## src/rtl/multicycle_ctrl.sv

```systemverilog
// Multicycle MIPS-subset control FSM: sequences fetch/decode/execute/memory/writeback
// and drives datapath selects, ALU op and memory handshake from the current state.
module multicycle_ctrl #(
  parameter logic [2:0] AND = 3'b000,
  parameter logic [2:0] OR  = 3'b001,
  parameter logic [2:0] ADD = 3'b010,
  parameter logic [2:0] SUB = 3'b110,
  parameter logic [2:0] SLT = 3'b111
) (
  input  logic       clk,
  input  logic       rst_n,
  input  logic [5:0] op,
  input  logic [5:0] func,
  input  logic       zero,
  input  logic       mem_ready,
  output logic       mem_req,
  output logic       mem_we,
  output logic       IorD,
  output logic       IRWrite,
  output logic       PCWrite,
  output logic [1:0] PCSource,
  output logic [2:0] ALU,
  output logic       ALUsrcA,
  output logic [1:0] ALUsrcB,
  output logic       RegWrite,
  output logic [1:0] RegDest,
  output logic [1:0] MemtoReg,
  output logic       instr_done,
  output logic       illegal,
  output logic [3:0] state
);

  typedef enum logic [3:0] {
    FETCH  = 4'd0,  DECODE = 4'd1,  MEMADR = 4'd2, MEMRD = 4'd3,
    MEMWB  = 4'd4,  MEMWR  = 4'd5,  RTYPE  = 4'd6, RWB   = 4'd7,
    BRANCH = 4'd8,  ITYPE  = 4'd9,  IWB    = 4'd10, JUMP = 4'd11
  } state_t;

  state_t cur, nxt;

  logic       is_lw, is_sw, is_mem, is_rtype, is_jr, is_beq, is_bne, is_itype, is_j, is_jal, is_nop;
  logic [2:0] r_alu, i_alu;

  always_comb begin
    is_lw    = (op == 6'b100011);
    is_sw    = (op == 6'b101011);
    is_mem   = is_lw | is_sw;
    is_jr    = (op == 6'b000000) && (func == 6'b001000);
    is_nop   = (op == 6'b000000) && (func == 6'b000000);
    is_beq   = (op == 6'b000100);
    is_bne   = (op == 6'b000101);
    is_j     = (op == 6'b000010);
    is_jal   = (op == 6'b000011);
    is_itype = (op == 6'b001100) || (op == 6'b001101) || (op == 6'b001010) || (op == 6'b001000);
    is_rtype = 1'b0;
    r_alu    = ADD;
    case (func)
      6'b100000, 6'b100001: begin r_alu = ADD; is_rtype = (op == 6'b000000); end
      6'b100010, 6'b100011: begin r_alu = SUB; is_rtype = (op == 6'b000000); end
      6'b100100:            begin r_alu = AND; is_rtype = (op == 6'b000000); end
      6'b100101:            begin r_alu = OR;  is_rtype = (op == 6'b000000); end
      6'b101010:            begin r_alu = SLT; is_rtype = (op == 6'b000000); end
      default:              ;
    endcase
    case (op)
      6'b001100: i_alu = AND;
      6'b001101: i_alu = OR;
      6'b001010: i_alu = SLT;
      default:   i_alu = ADD;
    endcase
  end

  always_ff @(posedge clk or negedge rst_n) begin
    if (!rst_n) cur <= FETCH;
    else        cur <= nxt;
  end

  always_comb begin
    nxt = FETCH;
    case (cur)
      FETCH:  nxt = mem_ready ? DECODE : FETCH;
      DECODE: begin
        if (is_mem)                nxt = MEMADR;
        else if (is_rtype)         nxt = RTYPE;
        else if (is_jr)            nxt = JUMP;
        else if (is_beq || is_bne) nxt = BRANCH;
        else if (is_itype)         nxt = ITYPE;
        else if (is_j || is_jal)   nxt = JUMP;
        else                       nxt = FETCH;
      end
      MEMADR: nxt = is_lw ? MEMRD : MEMWR;
      MEMRD:  nxt = mem_ready ? MEMWB : MEMRD;
      MEMWR:  nxt = mem_ready ? FETCH : MEMWR;
      RTYPE:  nxt = RWB;
      ITYPE:  nxt = IWB;
      default: nxt = FETCH;
    endcase
  end

  // Outputs are gated by rst_n so everything reads zero while reset is held.
  always_comb begin
    mem_req = 1'b0; mem_we = 1'b0; IorD = 1'b0; IRWrite = 1'b0; PCWrite = 1'b0;
    PCSource = '0; ALU = '0; ALUsrcA = 1'b0; ALUsrcB = '0; RegWrite = 1'b0;
    RegDest = '0; MemtoReg = '0; instr_done = 1'b0; illegal = 1'b0;
    state = cur;
    if (rst_n) begin
      case (cur)
        FETCH: begin
          mem_req = 1'b1; ALUsrcB = 2'b01; ALU = ADD;
          IRWrite = mem_ready; PCWrite = mem_ready;
        end
        DECODE: begin
          ALUsrcB = 2'b11; ALU = ADD;
          instr_done = is_nop;
          illegal = !(is_mem || is_rtype || is_jr || is_beq || is_bne || is_itype
                      || is_j || is_jal || is_nop);
        end
        MEMADR: begin ALUsrcA = 1'b1; ALUsrcB = 2'b10; ALU = ADD; end
        MEMRD:  begin mem_req = 1'b1; IorD = 1'b1; end
        MEMWB:  begin RegWrite = 1'b1; MemtoReg = 2'b01; instr_done = 1'b1; end
        MEMWR:  begin mem_req = 1'b1; mem_we = 1'b1; IorD = 1'b1; instr_done = mem_ready; end
        RTYPE:  begin ALUsrcA = 1'b1; ALU = r_alu; end
        RWB:    begin RegWrite = 1'b1; RegDest = 2'b01; ALU = r_alu; instr_done = 1'b1; end
        BRANCH: begin
          ALUsrcA = 1'b1; ALU = SUB; PCSource = 2'b01; instr_done = 1'b1;
          PCWrite = is_beq ? zero : !zero;
        end
        ITYPE:  begin ALUsrcA = 1'b1; ALUsrcB = 2'b10; ALU = i_alu; end
        IWB:    begin RegWrite = 1'b1; ALU = i_alu; instr_done = 1'b1; end
        JUMP: begin
          PCWrite = 1'b1; instr_done = 1'b1;
          PCSource = is_jr ? 2'b11 : 2'b10;
          if (is_jal) begin RegWrite = 1'b1; RegDest = 2'b10; MemtoReg = 2'b10; end
        end
        default: illegal = 1'b1;
      endcase
    end
  end

endmodule

```

## config.mk

```make
export PLATFORM = sky130hd
export DESIGN_NAME = multicycle_ctrl
export DESIGN_NICKNAME = d
export VERILOG_FILES = /design/src/rtl/multicycle_ctrl.sv
export SDC_FILE = /design/constraint.sdc
export NUM_CORES = 1
export LEC_CHECK = 0
export BUFFER_PORTS_ARGS = -buffer_cell sky130_fd_sc_hd__buf_2
export CORE_MARGIN = 3
export CORE_UTILIZATION = 47
export DETAILED_ROUTE_END_ITERATION = 7
export PLACE_DENSITY_LB_ADDON = 0.05
export SETUP_SLACK_MARGIN = 0.4
export SLEW_MARGIN = 25
export SYNTH_ARGS = -nofsm -noshare
export SYNTH_HDL_FRONTEND = slang
export SYNTH_SLANG_ARGS = --single-unit
```

## constraint.sdc

```tcl
create_clock -name clk -period 2.6 [get_ports clk]
set_clock_uncertainty 0.15 [all_clocks]
set_input_delay 0.52 -clock clk [delete_from_list [all_inputs] [get_ports clk]]
set_output_delay 0.52 -clock clk [all_outputs]
set_load 0.01 [all_outputs]
```

After elaboration in Yosys (flattened, before gate mapping)

Cells that the tools add are included.

$add $sub $neg: 0
Multiply operators: 0
Div/mod/pow operators: 0
Magnitude comparators: 0
Eq/ne operators: 29
Shift operators: 0
Mux-type cells: 46
Bitwise logic cells: 1
Reduce and logical (&&, ||, !) cells: 32

Operators by type and width:

| kind                                                                  | count |
|---|---|
| 6-bit equality test, second input constant                            | 9 |
| 6-bit by 4-bit equality test with 1-bit output, second input constant | 5 |
| 4-bit case mux with 7 select lines                                    | 1 |
| 4-bit two-way mux                                                     | 6 |
| 3-bit case mux with 4 select lines                                    | 2 |
| 1-bit two-way mux                                                     | 19 |
| 4-bit by 3-bit equality test with 1-bit output, second input constant | 4 |
| 4-bit equality test, second input constant                            | 4 |
| 1-bit logical OR                                                      | 13 |
| 6-bit by 2-bit equality test with 1-bit output, second input constant | 2 |
| 6-bit by 3-bit equality test with 1-bit output, second input constant | 2 |
| 6-bit logical NOT                                                     | 2 |
| 3-bit two-way mux                                                     | 4 |
| 2-bit case mux with 2 select lines                                    | 3 |
| 11-bit OR reduction                                                   | 1 |
| 2-bit two-way mux                                                     | 5 |
| 2-bit OR reduction                                                    | 5 |
| 3-bit case mux with 3 select lines                                    | 1 |
| 3-bit OR reduction                                                    | 3 |
| 4-bit by 2-bit equality test with 1-bit output, second input constant | 2 |
| 7-bit OR reduction                                                    | 1 |
| 1-bit case mux with 3 select lines                                    | 2 |
| 2-bit case mux with 3 select lines                                    | 1 |
| 5-bit OR reduction                                                    | 1 |
| other kinds (7)                                                       | 10 |

Register bits: 4
Latch bits: 0
RAM bits: 0
ROM bits: 0
Input bits: 16
Output and inout bits: 24
Memories kept: 0

Logic depth before layout (Yosys ltp)

Gate-level depths: netlist of the first run.

Depth after elaboration: 14
Depth in mapped cells: 6
Mapped depth without buffers: 5

Worst setup path after synthesis of the first run

No wires, ideal clock.

Path kind: input to output
Start point: input port op[2]
End point: output port ALU[1]
Arrival time: 1.658 ns
Required time: 1.930 ns
Slack: 0.272 ns
Stages on the path: 6
Path buffers: 1
Cells stage by stage: clkbuf_1 nor2b_1 nand3_1 maj3_1 a2bb2oi_1 a21oi_1

Longest elaborated chain between the ends: 4
Elaborated cells between the ends (all ways): 6

RTL lines:

| what                                           | line | text |
|---|---|---|
| start: declaration                             | 12   | `input logic [5:0] op,` |
| 6-bit by 4-bit equality test with 1-bit output | 65   | `case (op)` |
| 3-bit case mux with 3 select lines (*)         | 65   |  |
| 3-bit case mux with 4 select lines (*)         | 107  | `case (cur)` |
| 3-bit two-way mux (*)                          | 106  | `if (rst_n) begin` |
| end: declaration                               | 22   | `output logic [2:0] ALU,` |

Mark *: on every way between the ends. The rest lies on a longest branch, timed or not.

Worst setup path after layout of the first run

Start point: input port func[0]
End point: output port illegal

Longest elaborated chain between the ends: 14
Elaborated cells between the ends (all ways): 24

RTL lines:

| what                                   | line | text |
|---|---|---|
| start: declaration                     | 13   | `input logic [5:0] func,` |
| 6-bit equality test                    | 57   | `case (func)` |
| 7-bit OR reduction (no source line)    | n/a  |  |
| 1-bit two-way mux                      | n/a  |  |
| 1-bit logical OR (5 in a row)          | 115  | `illegal = !(is_mem \|\| is_rtype \|\| is_jr \|\| is_beq \|\| is_bne \|\| is_itype` |
| 1-bit logical OR (2 in a row)          | 116  | `\|\| is_j \|\| is_jal \|\| is_nop);` |
| 1-bit logical OR (*)                   | 116  |  |
| 1-bit logical NOT (*)                  | 115  |  |
| 1-bit case mux with 2 select lines (*) | 107  |  |
| 1-bit two-way mux (*)                  | 106  |  |
| end: declaration                       | 29   | `output logic illegal,` |

Marked as above.

==> flow_metrics.py, run 1 <==
metrics = {
    "routing": {
        "avgRoutedWirePerCell_um": 17.0,
        "vias": 1325,
        "viasPerCell": 6.16,
        "drc_errors": 0,
        "ant_nets": 0,
        "wl_um": 3650,
        "dr.pass1.iters": 4,
        "drtIter0Drc": 51,
    },
    "final_layout": {
        "fill_cells": 108,
        "drive_gt1_share_pct": 49.5,
        "diodes": 0,
        "fin_util_pct": 83.7,
        "syn2layout_area_growth_pct": 63.0,
        "nNetsFinal": 208,
        "largest_reg_flops": 4,
        "stdcell_count": 215,
        "final_area_um2": 1490,
    },
    "pwr": {
        "p_total_mw": 0.816,
        "ir_worst_vdd_mv": 0.461,
        "leakage_nw": 0.649,
        "cellPowerDensity_nw_per_um2": 547,
    },
    "synthesis": {
        "synth.avg_cell_area_um2": 6.54,
        "ys.flop_type": "dfrtp_1",
        "yosys-top-cells-count": "nor2_1, nand2_1, a21oi_1",
        "synth_area_um2": 916,
        "synth_top_cell_area_share_pct": 10.9,
        "yosysMostFrequentCell": "nor2_1",
        "synth.area.top_cells": "dfrtp_1, nor2_1, a21oi_1",
        "syn_nets": 156,
        "synth_edf_count": 0,
        "async_reset_ff_share_pct": 100,
        "synth_cells": 140,
        "yosysWarnings": 0,
        "ys_ff_latch": 4,
        "yosysTopAreaCell": "dfrtp_1",
        "yosysUniqueCellTypes": 44,
        "ys_seq_area_share_pct": 10.9,
    },
    "setup_path": {
        "required_ns": 1.93,
        "crit_arrival_ns": 1.77,
        "worstSetupPathType": "input pin to output port",
        "critPathMaxFanout": 5,
        "end_kind": "output port",
        "critPathLaunchType": "input pin",
    },
    "sta": {
        "tns_ns": 0,
        "slew_violations": 0,
        "hold_viol": 0,
        "period_minus_slack_ns": 2.44,
        "finalCritPeriodShare_pct": 93.9,
        "tightest_slew_ns": 0.435,
        "setup_viol": 0,
        "grt_setup_unrepaired": "true",
        "worst_hold_slack_ns": 0.561,
        "max_freq_mhz": 410,
        "maxSlewHeadroom_pct": 71.0,
        "timing.final.ws_setup_ns": 0.159,
    },
    "hold_path": {
        "hold_class": "input pin to flip-flop",
    },
    "die": {
        "coreArea_um2": 1780,
        "die_w_um": 50.1,
        "die_h_um": 50.1,
        "io_pins": 40,
        "row_count": 15,
        "start_util_pct": 51.4,
        "dieArea_um2": 2510,
    },
    "global_route": {
        "antenna_found_initial": 0,
        "grt_pass1_wl_um": 5870,
        "grt_max_degree": 20,
        "grt_pass1_vias": 1267,
        "grt_use_total_pct": 30.0,
        "overflow": 0,
    },
    "clock_network": {
        "clkTransAtPathRegs_ns": 0.04,
        "clk_root_buffer_cell": "clkbuf_4",
        "tritoncts": "done",
        "clockBufferDepth": 2,
        "clock_sinks": 4,
        "insertion_delay_ns": 0.24,
        "htreeDepth": 1,
        "numCtsBuffers": 3,
    },
    "placed_design": {
        "pre_cts_ws_ns": 0.112,
        "dp.cells": 199,
        "hpwl_um": 2180,
        "gp_congestion": 0.846,
        "place_area_um2": 1140,
        "port_buffers": 39,
    },
    "run": {
        "drv_cap": 0,
    },
    "run_status": {
        "status": "finished, final reports clean",
    },
}
## critical path: stages
cell      delay [ns]
buf_2           0.14
nand2b_1        0.18
a221oi_1        0.43
nand2_1         0.16
nand4_1         0.14
a21boi_2        0.06
buf_2           0.13
## final cells by class
cell class	count	area [µm²]	area share, %
clock buffer	3	22.5	1.51
multi-input combinational	120	906	60.7
tap	25	31.3	2.10
inverter	7	26.3	1.76
timing repair buffer	56	404	27.1
sequential	4	103	6.87
## what timing repair did
action	CTS	global route
setup buffers	10	2
setup endpoints to repair	10	11
hold buffers	1	0
pin swaps	17	7
hold endpoints to repair	4	0
resized for setup	40	20
## cells by family (layout without fill, tap and decap cells)
| logic type | after synthesis | in the layout | share of synthesized area, % |
|---|---|---|---|
| DFF | 4 | 4 | 10.9 |
| AOI/OAI and AO/OA | 41 | 41 | 29.2 |
| and+or+nand+nor | 71 | 71 | 42.9 |
| buffers and inverters | 16 | 66 | 8.61 |
| muxes | 4 | 4 | 4.37 |
| adders and majority gates | 1 | 1 | 1.09 |
| xor gates and xnor gates | 3 | 3 | 2.87 |
## cell usage in the layout, fill, tap and decap left out, drive strengths merged, types with 3 or more instances in the layout
cell type  count
dfrtp          4
inv            7
o21ai          9
o22ai          4
a21oi         13
nand2         15
buf           55
clkbuf         3
nor3           8
mux2i          4
and2           4
nand2b         5
nor2b          5
nand3          4
nor4           3
nor2          18
## layer usage
metal  share of wire [%]  vias to the layer above  GRT usage, %
met5                   0                        -             0
met4                 3.1                        0          16.1
met3                 9.5                       15          4.45
met2                  51                       84          53.0
met1                  37                      618          34.0
li1                    -                      608             -
## final timing paths
path,startpoint,endpoint,slack [ns],cells after the start
worst max-delay path,func[0],illegal,0.16,7
worst min-delay path,func[3],state[2]$_DFF_PN0_,0.56,4
worst max register to register,state[1]$_DFF_PN0_,state[0]$_DFF_PN0_,1.04,5
worst min register to register,state[1]$_DFF_PN0_,state[3]$_DFF_PN0_,0.57,3
max in group asynchronous,rst_n,state[3]$_DFF_PN0_,1.48,2
min in group asynchronous,rst_n,state[2]$_DFF_PN0_,0.64,2
## power by group
part / switching [mW] / internal, mW / total [mW]
Sequential: 0.0209 / 0.0798 / 0.101
Combinational: 0.350 / 0.286 / 0.636
Clock: 0.0275 / 0.0518 / 0.0793
Note: power is estimated with default switching activity, not from simulation.
==> inputs of run 2 (changes only) <==
--- a/config.mk
+++ b/config.mk
@@ -6,8 +6,9 @@
 export NUM_CORES = 1
 export LEC_CHECK = 0
 export BUFFER_PORTS_ARGS = -buffer_cell sky130_fd_sc_hd__buf_2
+export CORE_ASPECT_RATIO = 0.9
 export CORE_MARGIN = 3
-export CORE_UTILIZATION = 47
+export CORE_UTILIZATION = 30
 export DETAILED_ROUTE_END_ITERATION = 7
 export PLACE_DENSITY_LB_ADDON = 0.05
 export SETUP_SLACK_MARGIN = 0.4
==> constraint.sdc (replaced) <==
create_clock -name clk -period 2.6 [get_ports clk]
set_clock_uncertainty 0.15 [all_clocks]
set_input_delay 0.52 -clock clk [delete_from_list [all_inputs] [get_ports clk]]
set_output_delay 0.52 -clock clk [all_outputs]
set_load 0.1 [all_outputs]
==> run 2 against run 1 <==
Combinational power increased by 130%; design area increased by 36%; power increased by 100%; critical path type is now flip-flop to output port; sequential share of layout area decreased by 1.3 points; critical path depth decreased by 1; wire length decreased by 5.1%; worst hold slack got worse by 0.34 ns; first-iteration DRC count increased by 5.9%; largest cell class unchanged; die area increased by 49%; global-route usage decreased by 12 points.
==> flow_metrics.py, run 2 (synthesized netlist as in run 1, its figures left out) <==
metrics = {
    "final_layout": {
        "stdcell_count": 241,
        "syn2layout_area_growth_pct": 122,
        "diodes": 0,
        "final_common_cell": "buf_4",
        "fill_cells": 234,
        "largest_reg_flops": 4,
        "layout_common_cells": "buf_4, buf_12, buf_6",
        "drive_gt1_share_pct": 62.7,
        "nNetsFinal": 219,
        "final_area_um2": 2030,
    },
    "routing": {
        "vias": 1286,
        "avgRoutedWirePerCell_um": 14.4,
        "wl_um": 3460,
        "dr.pass1.iters": 4,
        "viasPerCell": 5.34,
        "drtIter0Drc": 54,
        "ant_nets": 0,
        "drc_errors": 0,
    },
    "sta": {
        "hold_viol": 0,
        "max_freq_mhz": 385,
        "setup_viol": 0,
        "finalCritPeriodShare_pct": 99.8,
        "tightest_slew_ns": 0.488,
        "period_minus_slack_ns": 2.60,
        "maxSlewHeadroom_pct": 67.7,
        "slew_violations": 0,
        "grt_setup_unrepaired": "true",
    },
    "global_route": {
        "grt_pass1_vias": 1232,
        "grt_max_degree": 20,
        "grt_pass1_wl_um": 5600,
        "antenna_found_initial": 0,
        "grt_use_total_pct": 18.2,
        "overflow": 0,
    },
    "clock_network": {
        "ctsHoldBuffers": 0,
        "tritoncts": "done",
        "clock_sinks": 4,
        "numCtsBuffers": 3,
        "insertion_delay_ns": 0.23,
        "htreeDepth": 1,
        "clk_root_buffer_cell": "clkbuf_4",
        "clkTransAtPathRegs_ns": 0.04,
        "clockBufferDepth": 2,
    },
    "die": {
        "row_count": 18,
        "dieArea_um2": 3750,
        "coreArea_um2": 2840,
        "die_h_um": 58.4,
        "die_w_um": 64.2,
        "io_pins": 40,
        "start_util_pct": 32.3,
    },
    "run_status": {
        "status": "finished, final reports clean",
    },
    "pwr": {
        "leakage_nw": 0.798,
        "ir_worst_vdd_mv": 0.657,
        "cellPowerDensity_nw_per_um2": 822,
    },
    "setup_path": {
        "worstSetupPathType": "flip-flop to output port",
        "crit_buf_inv": 1,
        "crit_arrival_ns": 1.93,
        "cp_slowest_cell": "dfrtp_4",
        "crit_chain": "nand2b_4 -> or3_4 -> o21ba_4 -> nand4_1 -> a21boi_4 -> buf_12",
        "critPathMaxStageDelay_ns": 0.47,
        "required_ns": 1.93,
        "path_delay_family": "simple AND/OR/NAND/NOR gates",
        "critPathLaunchType": "flip-flop",
        "end_kind": "output port",
        "critPathMaxFanout": 2,
    },
    "placed_design": {
        "place_area_um2": 1600,
        "port_buffers": 39,
        "dp.cells": 221,
        "hpwl_um": 2570,
        "gp_congestion": 0.918,
    },
    "hold_path": {
        "hold_class": "input pin to asynchronous set/reset pin",
    },
    "run": {
        "drv_cap": 0,
    },
}
[run 2: changes by cell type in the layout (fill, tap and decap cells not counted), moves of 5 or more]
cell / delta
buf_12: +17
buf_2: -18
buf_4: +5
buf_6: +6
nor2_1: -6
[run 2: routing by layer]
layer / wire length [µm] / share of wire (%) / GRT usage (%) / vias to the layer above
met5: 0 / 0 / 0 / -
met2: 1730 / 50 / 32.5 / 39
met4: 18 / 0.52 / 4.22 / 0
met3: 178 / 5.1 / 1.53 / 2
li1: - / - / - / 635
met1: 1540 / 44 / 24.1 / 610
[run 2: path summary, 6_finish.rpt]
kind | from | to | slack [ns] | depth (start not counted)
min reg2reg | state[3]$_DFF_PN0_ | state[2]$_DFF_PN0_ | 0.55 | 2
max in group asynchronous | rst_n | state[0]$_DFF_PN0_ | 1.95 | 2
max reg2reg | state[1]$_DFF_PN0_ | state[0]$_DFF_PN0_ | 0.71 | 7
max | state[1]$_DFF_PN0_ | illegal | 0.005 | 6
min in group clk | state[3]$_DFF_PN0_ | state[2]$_DFF_PN0_ | 0.55 | 2
min | rst_n | state[3]$_DFF_PN0_ | 0.22 | 2
[run 2: repair_timing]
action | in CTS | in global routing
setup endpoints to repair | 19 | 17
setup buffers | 11 | 6
gates resized for setup | 60 | 19
cloned | 0 | 0
pin swaps | 14 | 13
[run 2: stage by stage]
step	power, mW	utilization, %	setup WS [ns]	hold slack, ns	setup TNS (ns)
after global placement	1.30	56.2	0.0200	0.413	0
after global routing	1.74	71.6	-0.0630	0.225	-0.103
after CTS	1.61	67.7	-0.0317	0.204	-0.0317
after floorplan	1.00	-	-0.329	0.0744	-1.49
final	1.67	71.6	0.00488	0.217	0
after detailed placement	1.31	56.2	0.0135	0.410	0
[run 2: worst reg2reg max path, cell delays in order, from the launching register on]
cell and delay [ns]:
dfrtp_4 0.47, nand2b_4 0.15, or3_4 0.34, o21ba_4 0.23
buf_4 0.10, buf_4 0.10, nand2_1 0.06, o22ai_1 0.19
[run 2: report_power, final]
group          switching, mW  internal, mW
registers             0.0253        0.0878
logic                  0.902         0.580
clock network         0.0234        0.0515
total                  0.951         0.719
[run 2: cell type report]
class / count / area (µm²) / area share [%]
multi-input cells: 120 / 1040 / 51.2
repair buffers: 67 / 779 / 38.4
clock buffers: 3 / 22.5 / 1.11
flip-flops and latches: 4 / 113 / 5.54
inverters: 7 / 26.3 / 1.29
well taps: 40 / 50.0 / 2.46
